`config.mk`:
```
export PLATFORM = sky130hd
export DESIGN_NAME = ex14
export DESIGN_NICKNAME = d
export VERILOG_FILES = /design/src/rtl/ex14.sv
export SDC_FILE = /design/constraint.sdc
export NUM_CORES = 1
export LEC_CHECK = 0
export ABC_AREA = 1
export CAP_MARGIN = 20
export CORE_AREA = 2 2 39 41
export DETAILED_ROUTE_END_ITERATION = 10
export DIE_AREA = 0 0 41 43
export PLACE_DENSITY = 0.69
export SETUP_SLACK_MARGIN = 0.4
export SLEW_MARGIN = 5
export SYNTH_ARGS = -nofsm -noshare
export SYNTH_HDL_FRONTEND = slang
export SYNTH_SLANG_ARGS = --single-unit
```
`constraint.sdc`:
```
create_clock -name clk -period 2.8 [get_ports clk]
set_input_delay 0.7 -clock clk [delete_from_list [all_inputs] [get_ports clk]]
set_output_delay 0.7 -clock clk [all_outputs]
set_load 0.01 [all_outputs]
```
`src/rtl/ex14.sv`:
```
// ex14: De Morgan and consensus theorem evaluator with a registered self-check
module ex14 #(
    parameter int CNT_W = 8
) (
    input  logic             clk,
    input  logic             rst_n,
    input  logic             A,
    input  logic             B,
    input  logic             C,
    output logic             F1,
    output logic             F2,
    output logic             F3,
    output logic [2:0]       F_q,
    output logic             theorem_err,
    output logic [CNT_W-1:0] eval_cnt
);
    logic r3;
    // NAND form and its De Morgan dual are kept as separate gate structures
    assign F1 = ~(A & B);
    assign F2 = ~A | ~B;
    // Full consensus expression drives the output; the reduced form is check-only
    assign F3 = (A & B) | (~A & C) | (B & C);
    assign r3 = (A & B) | (~A & C);
    // Sample the results, count evaluations and latch any theorem disagreement
    always_ff @(posedge clk or negedge rst_n) begin
        if (!rst_n) begin
            F_q         <= 3'b000;
            theorem_err <= 1'b0;
            eval_cnt    <= '0;
        end else begin
            F_q         <= {F3, F2, F1};
            eval_cnt    <= eval_cnt + 1'b1;
            theorem_err <= theorem_err | (F1 != F2) | (F3 != r3);
        end
    end
endmodule

```
==> out/qor.yml <==
outcome:
  outcome: "complete, no violations"
logic_synthesis:
  synth.area.top_cells: "dfrtp_1, nand2_1, xor2_1"
  ys_warn_count: 0
  post_synth_num_cell_types: 12
  netlist_top_cells_count: "nand2_1, dfrtp_1, inv_1"
  synth_top_area_share_pct: 57.80
  muxShareOfSynthArea_pct: 0
  synth.most_common_cell: "nand2_1"
  synthCells: 46
  synth-main-ff-cell: "dfrtp_1"
  synth_seq_cells: 10
  synth_xor_area_share_pct: 6.069
  synth-async-reset-ratio_pct: 100.0
  synth_top_family_by_area: "simple AND/OR/NAND/NOR gates"
  yosysSeqAreaShare_pct: 57.80
  synth_edf_count: 0
  syn-cell-area_um2: 432.9
  syn_nets: 52
  synth_compound_area_share_pct: 2.312
  yosys.area_share.adder_pct: 2.890
  synthSimpleGateAreaFrac_pct: 19.65
  synth_area_leader_cell: "dfrtp_1"
  avgSynthCellArea_um2: 9.411
cells_and_area:
  antennaDiodeCount: 0
  nFillCells: 141
  ff_latch_area_um2: 250.2
  layout-drive-gt1-share_pct: 9.231
  syn_to_final_growth_pct: 47.69
  multiInputGateArea_um2: 137.6
  fin_nets: 72
setup_path:
  crit_path_max_incr_delay_ns: 0.48
  regToRegSetupSlack_ns: 1.72
  path_buf_inv: 2
  worst_setup_path_end_kind: "primary output"
  start_kind: "primary input"
  reg2regPathDepth: 6
  crit_slowest_cell: "clkdlybuf4s50_1"
  critPathMaxFanout: 4
  path_cells: "clkdlybuf4s50_1 -> nand2_1 -> dlygate4sd2_1"
  criticalPathCategory: "primary input to primary output"
  r2r_end: "eval_cnt[6]$_DFF_PN0_"
  critical_path.top_delay_family: "buffers and inverters"
  worstPathRequired_ns: 2.10
  r2r-start: "eval_cnt[0]$_DFF_PN0_"
  worstPathArrival_ns: 1.55
floorplanning:
  initial_core_util_pct: 31.28
  core_mm2: 0.001384
  die_h_um: 43
  pin_count: 20
  num_rows: 14
  fp.dieArea_mm2: 0.001763
  die_w_um: 41
sta:
  finalSetupTns_ns: 0
  hold_viol: 0
  setup_ws_ns: 0.5450
  final-max-slew-violation-count: 0
  rsz0062_at_grt: "false"
  setup_viol: 0
  finClkSkew_ns: 0.0008267
  finalCritPeriodShare_pct: 80.53
  layout_min_cycle_time_ns: 2.255
  fmax_mhz: 443.5
global_route:
  grt_pass1_wl_mm: 1.380
  grt_max_degree: 11
  track_usage_pct: 11.70
  grt_pass1_vias: 352
  antenna_found_initial: 0
  grt.overflow.total: 0
flow_run:
  maxCapViolations: 0
routing:
  drt_pass1_iterations: 3
  wl_um: 767
  drc: 0
  wire_per_inst_um: 9.469
  drtAntennaViolNets: 0
  route.vias.total: 349
  drtIter0Drc: 3
  avgViaCountPerCell: 4.309
cts:
  cts-root-buf: "clkbuf_4"
  numCtsBuffers: 3
  cts_hold_buf: 0
  clk_latency_ns: 0.27
  cts_setup_buffers: 0
  h-tree-depth: 1
  cts_tree: "done"
  cts.clk_slew.worst_paths_ns: 0.07
  clk_path_buf_depth: 2
  cts.sinks: 10
power_and_ir_drop:
  pwr-share-clk_pct: 43.7
  comb_power_share_pct: 7.2
  internal-power_mw: 0.2370
  p_total_mw: 0.2988
  vdd.ir_drop.worst_v: 0.0002291
  p_sw_share_pct: 20.69
  p_switching_mw: 0.06181
  seqPwrFrac_pct: 49.1
  leakagePower_nw: 0.3025
  power_density_mw_per_mm2: 467.4
min_path:
  hp-class: "flip-flop to flip-flop"
  min_delay_path_depth: 1
  min_from: "eval_cnt[4]$_DFF_PN0_"
  holdPathEnd: "eval_cnt[4]$_DFF_PN0_"
place:
  io_buffer_count: 18
  pre_cts_ws_ns: 0.1418
  place.detailed.hpwl_um: 579.2
  gp_congestion: 0.6938
[per-stage QoR]
step,hold slack (ns),std cells,cell area (um^2),utilization [%]
finish,0.4957,81,639.4,46.20
global route,0.5317,81,639.4,46.20
CTS,0.5038,81,643.1,46.47
detailed placement,0.4900,77,610.6,44.12
global placement,0.4822,77,610.6,44.12
floorplan,0.4044,46,432.9,-
[logic make-up after synthesis]
family,after synthesis
simple gates,20
compound gates,2
fa+ha+maj,1
flops,10
xor+xnor,3
buf+inv,9
other cells,1
[layout by cell type (no fill, tap or decap)]
cell | netlist | layout
clkbuf_2 | 0 | 1
nor2_2 | 1 | 1
o21ai_1 | 0 | 1
dfrtp_1 | 10 | 10
conb_1 | 1 | 1
o21ai_0 | 2 | 1
ha_1 | 1 | 1
dlygate4sd2_1 | 0 | 2
xor2_1 | 3 | 3
inv_1 | 6 | 6
nand3_1 | 3 | 3
clkbuf_8 | 0 | 1
nand2_1 | 12 | 12
nor2_1 | 3 | 3
clkbuf_4 | 0 | 3
nand3b_1 | 1 | 1
clkdlybuf4s50_1 | 0 | 15
[layer usage]
| layer | GRT usage (%) | up-vias | part of all wire [%] |
|---|---|---|---|
| met3 | 4.188 | 4 | 7.7 |
| met4 | 8.000 | 0 | 3.0 |
| li1 | - | 174 | - |
| met5 | 0 | - | 0 |
| met1 | 16.44 | 154 | 48 |
| met2 | 14.37 | 17 | 41 |
[cell type report]
type | instances | area share [%]
Clock buffer | 4 | 5.675
Multi-Input combinational cell | 27 | 21.53
Timing Repair Buffer | 18 | 27.01
Sequential cell | 10 | 39.14
Inverter | 6 | 3.523
Tap cell | 16 | 3.131
[registers in the layout, indices dropped and copies added (netlist names)]
name and count:
F_q 2, eval_cnt 8
[power groups by stage]
| stage | Combinational [mW] | Sequential (mW) | Clock (mW) |
|---|---|---|---|
| after global routing | 0.0242 | 0.147 | 0.140 |
| after detailed placement | 0.0239 | 0.150 | 0 |
| final | 0.0215 | 0.147 | 0.131 |
| after floorplan | 0.00709 | 0.151 | 0 |
| after CTS | 0.0221 | 0.147 | 0.134 |
| after global placement | 0.0238 | 0.150 | 0 |
[timing repair]
action	in CTS	in global routing
endpoints found under the setup margin	3	1
gates cloned	0	0
resized for setup	3	3
pin swaps	0	0
[worst max path at each step]
stage / start / to / slack, ns / cells after the start
after floorplan: C / F3 / 1.07 / 2
after global placement: A / F3 / 0.17 / 4
after detailed placement: A / F3 / 0.14 / 4
after CTS: C / F3 / 0.43 / 4
after global routing: A / F2 / 0.48 / 3
final: A / F1 / 0.55 / 3
Note: power is estimated with default switching activity, not from simulation.
